## config.mk

```make
export PLATFORM = sky130hd
export DESIGN_NAME = pdp11_register_bank
export DESIGN_NICKNAME = d
export VERILOG_FILES = /design/src/rtl/pdp11_register_bank_pkg.sv /design/src/rtl/pdp11_register_bank_psw.sv /design/src/rtl/pdp11_register_bank.sv
export SDC_FILE = /design/constraint.sdc
export NUM_CORES = 1
export LEC_CHECK = 0
export ABC_CLOCK_PERIOD_IN_PS = 9000
export BUFFER_PORTS_ARGS = -buffer_cell sky130_fd_sc_hd__buf_2
export CORE_MARGIN = 2
export CORE_UTILIZATION = 33
export DETAILED_ROUTE_END_ITERATION = 16
export PLACE_DENSITY_LB_ADDON = 0.1
export SYNTH_ARGS = -nofsm -noshare
export SYNTH_HDL_FRONTEND = slang
export SYNTH_HIERARCHICAL = 1
export SYNTH_SLANG_ARGS = --single-unit
```

## constraint.sdc

```tcl
create_clock -name i_clock -period 9 [get_ports i_clock]
set_clock_uncertainty 0.15 [all_clocks]
set_input_delay 0.9 -clock i_clock [delete_from_list [all_inputs] [get_ports i_clock]]
set_output_delay 0.9 -clock i_clock [all_outputs]
set_load 0.05 [all_outputs]
```

## src/rtl/pdp11_register_bank_pkg.sv

```systemverilog
// Shared constants and PSW layout for the PDP-11 register bank.
package parameters;

    localparam int unsigned REG_SP  = 6;
    localparam int unsigned REG_PC  = 7;
    localparam int unsigned PC_STEP = 2;

    localparam int unsigned CC_N = 3;
    localparam int unsigned CC_Z = 2;
    localparam int unsigned CC_V = 1;
    localparam int unsigned CC_C = 0;

    typedef struct packed {
        logic [7:0] upper;
        logic [2:0] ipl;
        logic       t;
        logic       n;
        logic       z;
        logic       v;
        logic       c;
    } processor_status_word_t;

endpackage

```

## src/rtl/pdp11_register_bank_psw.sv

```systemverilog
// PSW storage: full load (MTPS/RTI) or per-flag condition-code update.
module pdp11_psw_reg
    import parameters::*;
#(
    parameter logic [15:0] PSW_RESET = 16'o000340
) (
    input  logic        i_clock,
    input  logic        i_reset,
    input  logic [3:0]  i_cc_mask,
    input  logic [3:0]  i_cc_in,
    input  logic        i_psw_wr,
    input  logic [15:0] i_psw_in,
    output logic [15:0] o_psw,
    output logic [15:0] o_psw_next
);

    processor_status_word_t r_psw;
    processor_status_word_t w_psw_next;

    always_comb begin
        w_psw_next = r_psw;
        if (i_psw_wr) begin
            w_psw_next = processor_status_word_t'({8'h00, i_psw_in[7:0]});
        end else begin
            if (i_cc_mask[CC_N]) w_psw_next.n = i_cc_in[CC_N];
            if (i_cc_mask[CC_Z]) w_psw_next.z = i_cc_in[CC_Z];
            if (i_cc_mask[CC_V]) w_psw_next.v = i_cc_in[CC_V];
            if (i_cc_mask[CC_C]) w_psw_next.c = i_cc_in[CC_C];
        end
    end

    always_ff @(posedge i_clock or posedge i_reset) begin
        if (i_reset) r_psw <= processor_status_word_t'(PSW_RESET);
        else         r_psw <= w_psw_next;
    end

    assign o_psw      = r_psw;
    assign o_psw_next = w_psw_next;

endmodule

```

## src/rtl/pdp11_register_bank.sv

```systemverilog
// PDP-11 register bank: R0..Rn (SP=R6, PC=R7), PSW, read/write/step ports.
// Optional same-cycle read forwarding via `PDP11_REG_BYPASS_EN.
module pdp11_register_bank
    import parameters::*;
#(
    parameter int              WIDTH     = 16,
    parameter int              NUM_REGS  = 8,
    parameter int              NUM_RD    = 2,
    parameter logic [WIDTH-1:0] PC_RESET = WIDTH'(16'o001000),
    parameter logic [WIDTH-1:0] SP_RESET = WIDTH'(16'o000776),
    parameter logic [15:0]     PSW_RESET = 16'o000340,
    localparam int             AW        = $clog2(NUM_REGS)
) (
    input  logic                    i_clock,
    input  logic                    i_reset,
    input  logic [NUM_RD*AW-1:0]    i_rd_addr,
    output logic [NUM_RD*WIDTH-1:0] o_rd_data,
    input  logic                    i_wr_en,
    input  logic [AW-1:0]           i_wr_addr,
    input  logic [WIDTH-1:0]        i_wr_data,
    input  logic                    i_wr_byte,
    input  logic                    i_wr_sext,
    input  logic                    i_step_en,
    input  logic [AW-1:0]           i_step_addr,
    input  logic                    i_step_dec,
    input  logic                    i_step_byte,
    input  logic                    i_pc_inc,
    input  logic                    i_pc_load,
    input  logic [WIDTH-1:0]        i_pc_target,
    input  logic [3:0]              i_cc_mask,
    input  logic [3:0]              i_cc_in,
    input  logic                    i_psw_wr,
    input  logic [15:0]             i_psw_in,
    output logic [WIDTH-1:0]        o_pc_out,
    output logic [WIDTH-1:0]        o_sp_out,
    output logic [15:0]             o_psw_out
);

    logic [WIDTH-1:0] r_regs    [NUM_REGS];
    logic [WIDTH-1:0] w_next    [NUM_REGS];
    logic [WIDTH-1:0] w_view    [NUM_REGS];
    logic [WIDTH-1:0] w_merged  [NUM_REGS];
    logic [WIDTH-1:0] w_stepped [NUM_REGS];
    logic [WIDTH-1:0] w_step_sz [NUM_REGS];
    logic             w_wr_hit  [NUM_REGS];
    logic             w_st_hit  [NUM_REGS];
    logic             w_pc_upd;
    logic [AW-1:0]    w_rd_addr [NUM_RD];
    logic [15:0]      w_psw;
    logic [15:0]      w_psw_next;

    // Generic next value per register; result write beats step on collision.
    always_comb begin
        for (int unsigned i = 0; i < NUM_REGS; i++) begin
            w_wr_hit[i]  = i_wr_en   && (i_wr_addr   == AW'(i));
            w_st_hit[i]  = i_step_en && (i_step_addr == AW'(i));
            w_step_sz[i] = (i_step_byte && i != REG_SP && i != REG_PC) ?
                           WIDTH'(1) : WIDTH'(PC_STEP);
            w_stepped[i] = i_step_dec ? (r_regs[i] - w_step_sz[i]) :
                                        (r_regs[i] + w_step_sz[i]);
            if (!i_wr_byte)
                w_merged[i] = i_wr_data;
            else if (i_wr_sext)
                w_merged[i] = {{(WIDTH-8){i_wr_data[7]}}, i_wr_data[7:0]};
            else
                w_merged[i] = {r_regs[i][WIDTH-1:8], i_wr_data[7:0]};
            w_next[i] = r_regs[i];
            if (w_wr_hit[i])      w_next[i] = w_merged[i];
            else if (w_st_hit[i]) w_next[i] = w_stepped[i];
        end

        // PC: load > result write > step > increment, always word-aligned.
        w_pc_upd = i_pc_load || w_wr_hit[REG_PC] || w_st_hit[REG_PC] || i_pc_inc;
        if (i_pc_load)
            w_next[REG_PC] = i_pc_target;
        else if (!w_wr_hit[REG_PC] && !w_st_hit[REG_PC] && i_pc_inc)
            w_next[REG_PC] = r_regs[REG_PC] + WIDTH'(PC_STEP);
        if (w_pc_upd)
            w_next[REG_PC][0] = 1'b0;
    end

    always_ff @(posedge i_clock or posedge i_reset) begin
        if (i_reset) begin
            for (int unsigned i = 0; i < NUM_REGS; i++) r_regs[i] <= '0;
            r_regs[REG_SP] <= SP_RESET;
            r_regs[REG_PC] <= PC_RESET;
        end else begin
            for (int unsigned i = 0; i < NUM_REGS; i++) r_regs[i] <= w_next[i];
        end
    end

    pdp11_psw_reg #(
        .PSW_RESET (PSW_RESET)
    ) u_psw (
        .i_clock    (i_clock),
        .i_reset    (i_reset),
        .i_cc_mask  (i_cc_mask),
        .i_cc_in    (i_cc_in),
        .i_psw_wr   (i_psw_wr),
        .i_psw_in   (i_psw_in),
        .o_psw      (w_psw),
        .o_psw_next (w_psw_next)
    );

`ifdef PDP11_REG_BYPASS_EN
    // While reset is held the forwarded view must still show reset values.
    always_comb begin
        for (int unsigned i = 0; i < NUM_REGS; i++)
            w_view[i] = i_reset ? r_regs[i] : w_next[i];
    end
    assign o_psw_out = i_reset ? w_psw : w_psw_next;
`else
    always_comb begin
        for (int unsigned i = 0; i < NUM_REGS; i++) w_view[i] = r_regs[i];
    end
    assign o_psw_out = w_psw;
`endif

    always_comb begin
        o_rd_data = '0;
        for (int unsigned p = 0; p < NUM_RD; p++) begin
            w_rd_addr[p] = i_rd_addr[p*AW +: AW];
            if (32'(w_rd_addr[p]) < NUM_REGS)
                o_rd_data[p*WIDTH +: WIDTH] = w_view[w_rd_addr[p]];
        end
    end

    assign o_pc_out = w_view[REG_PC];
    assign o_sp_out = w_view[REG_SP];

endmodule

```

==> results.cfg, run 1 <==
[status]
status = finished, final reports clean

[die]
dieWidth_um = 212.8
initial_core_util_pct = 33.41
core_area_um2 = 43080
die-area_um2 = 45300
rows = 76
pin_count = 159
fp.dieH_um = 212.8

[power]
cellPowerDensity_nw_per_um2 = 308.7
power_leakage_uw = 0.006841
peakVddDrop_uv = 241.8
power.total_uw = 4984

[logic_synthesis]
yosysSeqAreaShare_pct = 25.14
ys_ff_latch = 144
synth_cell_types = 86
syn_nets = 1865
async_reset_ff_share_pct = 100.0
yosysTopAreaCell = dfrtp_1
synth_ff_type = dfrtp_1
avgSynthCellArea_um2 = 8.567
synth_edf_count = 0
synth_area_leaders = dfrtp_1, mux4_2, ha_1
syn-cell-area_um2 = 14390
syn-instance-count = 1680
yosysWarnings = 6
yosysTopAreaCellShare_pct = 22.95

[finish]
drive_gt1_share_pct = 19.50
design_area_um2 = 16140
fillers = 4492
antenna_cells = 0
num-nets-final = 1931
area_growth_pct = 12.16

[cts]
ctsResizeCount = 0
hold_buffers = 0
htree_levels = 4
clock_latency_ns = 0.46
post_cts_buffers = 0
cts_tree = done
numClockSinks = 144
cts_root_buf = clkbuf_16
cts.path.max_buffers = 2
cts_inserted_buffers = 17
path_clk_slew_ns = 0.06

[detailed_routing]
postRouteAntennaNets = 0
drt-wirelength-per-cell_um = 22.17
vias = 13310
drt-pass1-iter-count = 5
routed_wl_um = 51960
drtIter0Drc = 990
viasPerCell = 5.676
drcViolationCount = 0

[timing]
tightest_slew_ns = 1.155
slew_headroom_pct = 22.71
maxSlewViolCount = 0
fmax_mhz = 236.4
min_period_ns = 4.231
rsz0062_at_grt = no
finalCritPeriodShare_pct = 47.01
setup_viol = 0
tns_ns = 0
finalHoldViolCount = 0

[placement]
place_area_um2 = 15420
hpwlAfterDp_um = 39190
portBuffers = 149
place.gp.congestion = 0.8729

[worst_hold_path]
whs_endpoint = u_psw/o_psw[8]
hold_class = register to register
worstHoldStart = u_psw/o_psw[8]
hold_depth = 1

[global_routing]
grtUsageTotal_pct = 23.36
grt_pass1_wl_um = 78510
grt_pass1_vias = 12490
grt.overflow.total = 0
grt_max_degree = 71
antenna_found_initial = 3

[setup_path]
crit_fanout = 55
reg2reg_from = r_regs[32]
critPathCaptureType = register
start_kind = input pin
r2r_slack_ns = 5.61
r2r-end = r_regs[46]
critical_path_class = input pin to register
critical_path_arrival_ns = 4.39
required_ns = 9.16
reg2reg_depth = 12

[flow_run]
cap_violations = 0
[worst max-delay path, stage by stage]
cell and delay (ns):
buf_4 0.37, buf_4 0.69, and2_1 0.39, xnor2_1 0.16
ha_1 0.20, a21oi_1 0.06, o21ai_0 0.14, a41oi_1 0.24
a21oi_1 0.54, a21oi_1 0.20, o21ai_0 0.25, xnor2_1 0.14
a21oi_1 0.08
[layout make-up]
class                   count  area (um^2)  share of cell area, %
clock buffers              18        439.2                  2.721
repair buffers            168        890.9                  5.519
well taps                 585        732.0                  4.534
flip-flops and latches    144         3618                  22.42
clock inverters            14        285.3                  1.767
inverters                  46        177.7                  1.101
multi-input cells        1369        10000                  61.94
[cell usage in the layout, fill, tap and decap left out, types with 17 or more instances in the layout]
| master | Yosys | routed |
|---|---|---|
| o22ai_1 | 22 | 22 |
| a21o_1 | 37 | 37 |
| a211oi_1 | 19 | 19 |
| nand2_1 | 165 | 165 |
| buf_2 | 3 | 148 |
| o21ai_0 | 115 | 115 |
| xor2_1 | 40 | 40 |
| a31oi_1 | 26 | 26 |
| mux2i_1 | 17 | 17 |
| xnor2_1 | 55 | 55 |
| or3_1 | 22 | 22 |
| mux4_2 | 65 | 65 |
| nand3_1 | 38 | 38 |
| nor2_1 | 162 | 162 |
| clkbuf_16 | 0 | 17 |
| a21oi_1 | 149 | 149 |
| buf_4 | 32 | 20 |
| inv_1 | 45 | 44 |
| nor3_1 | 45 | 44 |
| nor2b_1 | 26 | 26 |
| ha_1 | 105 | 105 |
| mux2_2 | 34 | 34 |
| dfrtp_1 | 132 | 132 |
[power breakdown]
part,internal [uW],total [uW],switching (uW)
sequential,878,1230,347
clock,583,915,332
combinational,1180,2840,1660
total,2650,4980,2340
[stage by stage]
step           cells  setup WS, ns  utilization, %  hold slack [ns]
6_report        2344         4.769           37.48           0.3472
5_1_grt         2344         4.394           37.48           0.3692
4_1_cts         2344         4.825           37.48           0.3584
3_5_place_dp    2312         4.337           35.79           0.3361
3_3_place_gp    2312         4.353           35.79           0.3278
2_1_floorplan   1680         4.552               -           0.3303
[flip-flops by register name, indices dropped and copies added (netlist names)]
register / cells
o_sp_out: 16
u_psw/o_psw: 16
r_regs: 96
o_pc_out: 16
[synth_stat cells (5+ instances only)]
cell         n
or2_2        7
a211o_1      7
a2111oi_0    5
o21ai_0    115
xor2_1      40
nand4_1     15
a211oi_1    19
a21oi_1    149
a22oi_1     13
xnor2_1     55
o21ai_1      5
inv_1       45
a21o_1      37
or3_1       22
o211ai_1     8
nor4_1       6
ha_1       105
nand3_1     38
o21bai_1     7
dfstp_2     12
mux4_2      65
clkbuf_2     5
buf_1       16
buf_4       32
mux2i_1     17
nor2b_1     26
and3_1      15
o22ai_1     22
nand2b_1    13
nand2_1    165
mux2_2      34
o21a_1      11
o31ai_1     10
nor3_1      45
a221oi_1     8
o221ai_1     5
clkbuf_1    62
nor2_1     162
dfrtp_1    132
and2_1      15
a31oi_1     26
[per-layer routing]
metal  GRT usage, %  vias up  wire length (um)
met2          36.01      419             22710
met4          6.004        2              1054
li1               -     6370                 -
met3          3.986       61              2939
met1          33.75     6453             25250
met5              0        -                 5
[worst max-delay path by stage]
stage | start | end | slack, ns | cells after the start
after floorplan | i_reset | o_pc_out[0] | 4.55 | 1
after global placement | i_step_dec | r_regs[126] | 4.35 | 13
after detailed placement | i_step_dec | r_regs[126] | 4.34 | 13
after CTS | i_step_dec | r_regs[124] | 4.82 | 13
after global routing | i_step_dec | r_regs[126] | 4.39 | 13
final | i_step_dec | r_regs[126] | 4.77 | 13
[logic make-up (layout without fill, tap and decap cells)]
kind of cell | count (synthesis) | in the layout | synth area share [%]
adders and majority gates | 107 | 107 | 9.337
muxes | 120 | 120 | 14.43
buffers and inverters | 167 | 246 | 5.416
AOI/OAI and AO/OA | 498 | 498 | 22.03
and+or+nand+nor | 549 | 549 | 17.87
DFF | 144 | 144 | 25.14
xor gates and xnor gates | 95 | 95 | 5.781
No activity file was read; power rests on OpenSTA's default activity.
==> run 2: changes to the inputs <==
- ABC_CLOCK_PERIOD_IN_PS: 9000 -> 3730
- clock period: 9 -> 3.73 ns (I/O delays scaled with it)
==> results.cfg, run 2 (synthesis gave the netlist of run 1 again) <==
[setup_path]
start_kind = register
r2r_slack_ns = 0.53
cp_slowest_cell = o41ai_1
critPathCaptureType = register
critical_path_class = register to register
crit_fanout = 4
critical_path_arrival_ns = 3.40
path_cells = inv_1, ha_1, inv_1, ha_1, a21oi_1, a2111oi_2, o41ai_1, nand2b_1, a2111oi_1, buf_4, a211oi_1, xnor2_1, a21oi_1
required_ns = 3.93
slowest_delay_ns = 0.55

[die]
die-area_um2 = 45300
rows = 76
fp.dieH_um = 212.8
initial_core_util_pct = 33.41
core_area_um2 = 43080
pin_count = 159
dieWidth_um = 212.8

[timing]
rsz0062_at_grt = no
setup_viol = 0
finalHoldViolCount = 0
min_period_ns = 3.197
finalCritPeriodShare_pct = 85.72
maxSlewViolCount = 0
fmax_mhz = 312.8
tns_ns = 0
tightest_slew_ns = 0.8919
slew_headroom_pct = 40.32

[cts]
path_clk_slew_ns = 0.07
numClockSinks = 144
post_cts_buffers = 0
cts_tree = done
clock_latency_ns = 0.49
cts.path.max_buffers = 2
cts_root_buf = clkbuf_16
htree_levels = 4
cts_inserted_buffers = 17

[finish]
final_cell_mix = nand2_1, nor2_1, a21oi_1
area_growth_pct = 13.99
largest-register = r_regs
drive_gt1_share_pct = 20.70
final_common_cell = nand2_1
fillers = 4431
num-nets-final = 1974
largest_register_ff_count = 96

[flow_run]
cap_violations = 0

[power]
cellPowerDensity_nw_per_um2 = 712.4
peakVddDrop_uv = 437.4
power_leakage_uw = 0.006971
power.total_uw = 11690

[status]
status = finished, final reports clean

[detailed_routing]
vias = 13350
drt-pass1-iter-count = 5
drtIter0Drc = 1032
postRouteAntennaNets = 0
viasPerCell = 5.589
drcViolationCount = 0
drt-wirelength-per-cell_um = 22.34
routed_wl_um = 53380

[global_routing]
grt.overflow.total = 0
grt_pass1_wl_um = 81000
antenna_found_initial = 0
grt_pass1_vias = 12860
grt_max_degree = 55
grtUsageTotal_pct = 24.34

[placement]
hpwlAfterDp_um = 41390
portBuffers = 149
place.gp.congestion = 0.9027

[worst_hold_path]
hold_class = input pin to register
[run 2: cell count changes in the layout (fill, tap and decap cells not counted)]
cell | previous run | this run
buf_12 | 0 | 5
buf_4 | 20 | 45
bufinv_16 | 8 | 1
clkbuf_8 | 1 | 0
clkinv_4 | 2 | 4
clkinvlp_4 | 3 | 8
diode_2 | 0 | 2
dlygate4sd3_1 | 0 | 13
inv_6 | 1 | 2
[run 2: metrics by stage]
step | hold WS [ns] | utilization, % | setup WS [ns] | area, um^2 | std cells
floorplan | 0.1346 | - | 0.6955 | 14400 | 1680
global placement | 0.3294 | 36.46 | 0.3044 | 15710 | 2342
finish | 0.03972 | 38.09 | 0.5327 | 16410 | 2389
global route | 0.03454 | 38.07 | 0.2450 | 16400 | 2387
CTS | 0.0003343 | 38.07 | 0.6131 | 16400 | 2387
detailed placement | 0.3357 | 36.46 | 0.3421 | 15710 | 2342
[run 2: layer usage]
layer / vias up / wire length [um] / global-route usage, %
li1: 6457 / - / -
met1: 6444 / 26080 / 34.51
met2: 386 / 23190 / 36.92
met3: 66 / 2771 / 4.957
met4: 0 / 1334 / 7.933
met5: - / 0 / 0
[run 2: cell type report]
type,count,area (um^2),area share [%]
Antenna cell,2,5.005,0.03051
Inverter,46,176.4,1.075
Tap cell,585,732.0,4.462
Clock inverter,15,140.1,0.8542
Multi-Input combinational cell,1369,10000,60.95
Clock buffer,17,425.4,2.593
Timing Repair Buffer,211,1309,7.977
Sequential cell,144,3618,22.06
[run 2: final timing paths]
check                                startpoint              end  cells past startpoint
worst max-delay path                 r_regs[32]       r_regs[46]                     13
worst min-delay path             i_pc_target[1]      o_pc_out[1]                      3
worst max register to register       r_regs[32]       r_regs[46]                     13
worst min register to register  u_psw/o_psw[10]  u_psw/o_psw[10]                      1
max in group asynchronous               i_reset      o_sp_out[5]                      4
min in group asynchronous               i_reset   u_psw/o_psw[2]                      3
[run 2: repair_timing]
action                                 in CTS  in global routing
hold buffers                               13                  0
gates resized for setup                     0                  0
endpoints found under the hold margin      50                  0
[run 2: critical path: cells and delay by family (launching register included)]
family,cells,cell delay (ns)
AOI/OAI and AO/OA,6,1.50
DFF,1,0.42
adders and majority gates,2,0.36
buffers and inverters,3,0.31
and+or+nand+nor,1,0.18
xor gates and xnor gates,1,0.14
[run 2: power by group]
part / switching, uW / leakage [uW] / total (uW) / internal [uW]
registers: 834 / 0.00172 / 2950 / 2120
clock network: 849 / 0.000254 / 1770 / 920
logic: 4050 / 0.00500 / 6970 / 2920
==> run 3: changes to the inputs <==
- BUFFER_PORTS_ARGS: -buffer_cell sky130_fd_sc_hd__buf_2 -> -buffer_cell sky130_fd_sc_hd__clkbuf_2
- CAP_MARGIN: unset -> 20
==> results.cfg, run 3 (synthesis gave the netlist of run 1 again) <==
[status]
status = finished, final reports clean

[cts]
post_cts_buffers = 0
cts_tree = done
cts_inserted_buffers = 17
htree_levels = 4
cts.path.max_buffers = 2
clock_latency_ns = 0.46
numClockSinks = 144
ctsResizeCount = 0
cts_root_buf = clkbuf_16
path_clk_slew_ns = 0.07

[finish]
num-nets-final = 1972
antenna_cells = 0
largest-register = r_regs
fin_util_pct = 38.25
largest_register_ff_count = 96
final_cell_mix = nand2_1, nor2_1, a21oi_1
area_growth_pct = 14.47
drive_gt1_share_pct = 20.83
final_common_cell = nand2_1
design_area_um2 = 16470

[timing]
tns_ns = 0
rsz0062_at_grt = no
min_period_ns = 3.253
tightest_slew_ns = 1.007
finalCritPeriodShare_pct = 87.22
setup_viol = 0
worst_slack_ns = 0.4768
slew_headroom_pct = 32.13
fin_hold_ws_ns = 0.02202
finalHoldViolCount = 0
maxSlewViolCount = 0
fmax_mhz = 307.4

[global_routing]
antenna_found_initial = 1
grt_pass1_vias = 12720
grt_pass1_wl_um = 80510
grtUsageTotal_pct = 24.00
grt_max_degree = 62
grt.overflow.total = 0

[placement]
hpwlAfterDp_um = 41600
portBuffers = 149
place_ws_ns = 0.3807
place.gp.congestion = 0.9207
place_area_um2 = 15710

[power]
cellPowerDensity_nw_per_um2 = 727.8
peakVddDrop_uv = 439.8
power_leakage_uw = 0.007035

[die]
die-area_um2 = 45300
pin_count = 159
initial_core_util_pct = 33.41
fp.dieH_um = 212.8
core_area_um2 = 43080
rows = 76
dieWidth_um = 212.8

[worst_hold_path]
hold_class = input pin to register
hold_depth = 3

[detailed_routing]
drt-wirelength-per-cell_um = 22.29
vias = 13310
viasPerCell = 5.579
drt-pass1-iter-count = 7
routed_wl_um = 53170
drcViolationCount = 0
drtIter0Drc = 1173
postRouteAntennaNets = 0

[flow_run]
cap_violations = 0

[setup_path]
reg2reg_depth = 13
critPathCaptureType = register
critical_path_class = register to register
crit_fanout = 4
required_ns = 3.89
critical_path_arrival_ns = 3.42
start_kind = register
-- run 3: metal layers --
metal / global-route usage [%] / routed length, um
met5: 0 / 0
met4: 5.739 / 1022
met3: 4.309 / 3237
met2: 36.85 / 23410
met1: 34.81 / 25500
-- run 3: final timing paths --
check / from / to / slack (ns)
max: r_regs[32] / r_regs[46] / 0.48
min in group asynchronous: i_reset / u_psw/o_psw[1] / 0.42
max reg2reg: r_regs[32] / r_regs[46] / 0.48
max in group asynchronous: i_reset / o_sp_out[11] / 1.95
min: i_pc_target[6] / o_pc_out[6] / 0.02
min reg2reg: u_psw/o_psw[12] / u_psw/o_psw[12] / 0.35
-- run 3: through the flow --
| step | instances | power [uW] |
|---|---|---|
| 2_1_floorplan | 1680 | 8209 |
| 3_3_place_gp | 2344 | 9791 |
| 3_5_place_dp | 2344 | 9861 |
| 4_1_cts | 2385 | 12000 |
| 5_1_grt | 2385 | 12860 |
| 6_report | 2385 | 11990 |
-- run 3: cell type report --
class,instances,area [um^2]
fillers,4458,26600
flip-flops and latches,144,3618
inverters,46,176.4
clock buffers,18,439.2
repair buffers,209,1271
well taps,585,732.0
clock inverters,14,237.7
multi-input cells,1369,10000
-- run 3: worst max-delay path, stage by stage (launching register included) --
cell and delay [ns]:
dfrtp_1 0.42, inv_1 0.07, ha_1 0.18, inv_1 0.05, ha_1 0.21, a21oi_1 0.26, a2111oi_2 0.15, o41ai_1 0.53
nand2b_1 0.18, a2111oi_1 0.41, buf_4 0.19, a211oi_1 0.07, xnor2_1 0.15, a21oi_1 0.09
-- run 3: what timing repair did --
action	CTS	global route
endpoints found under the hold margin	46	0
endpoints found under the setup margin	0	0
hold buffers	9	0
-- run 3: power breakdown --
group / total (uW) / internal, uW / leakage [uW] / switching, uW
Combinational: 6960 / 2900 / 0.00500 / 4070
Clock: 2070 / 1270 / 0.000318 / 801
Sequential: 2950 / 2120 / 0.00172 / 833
Total: 12000 / 6290 / 0.00704 / 5700
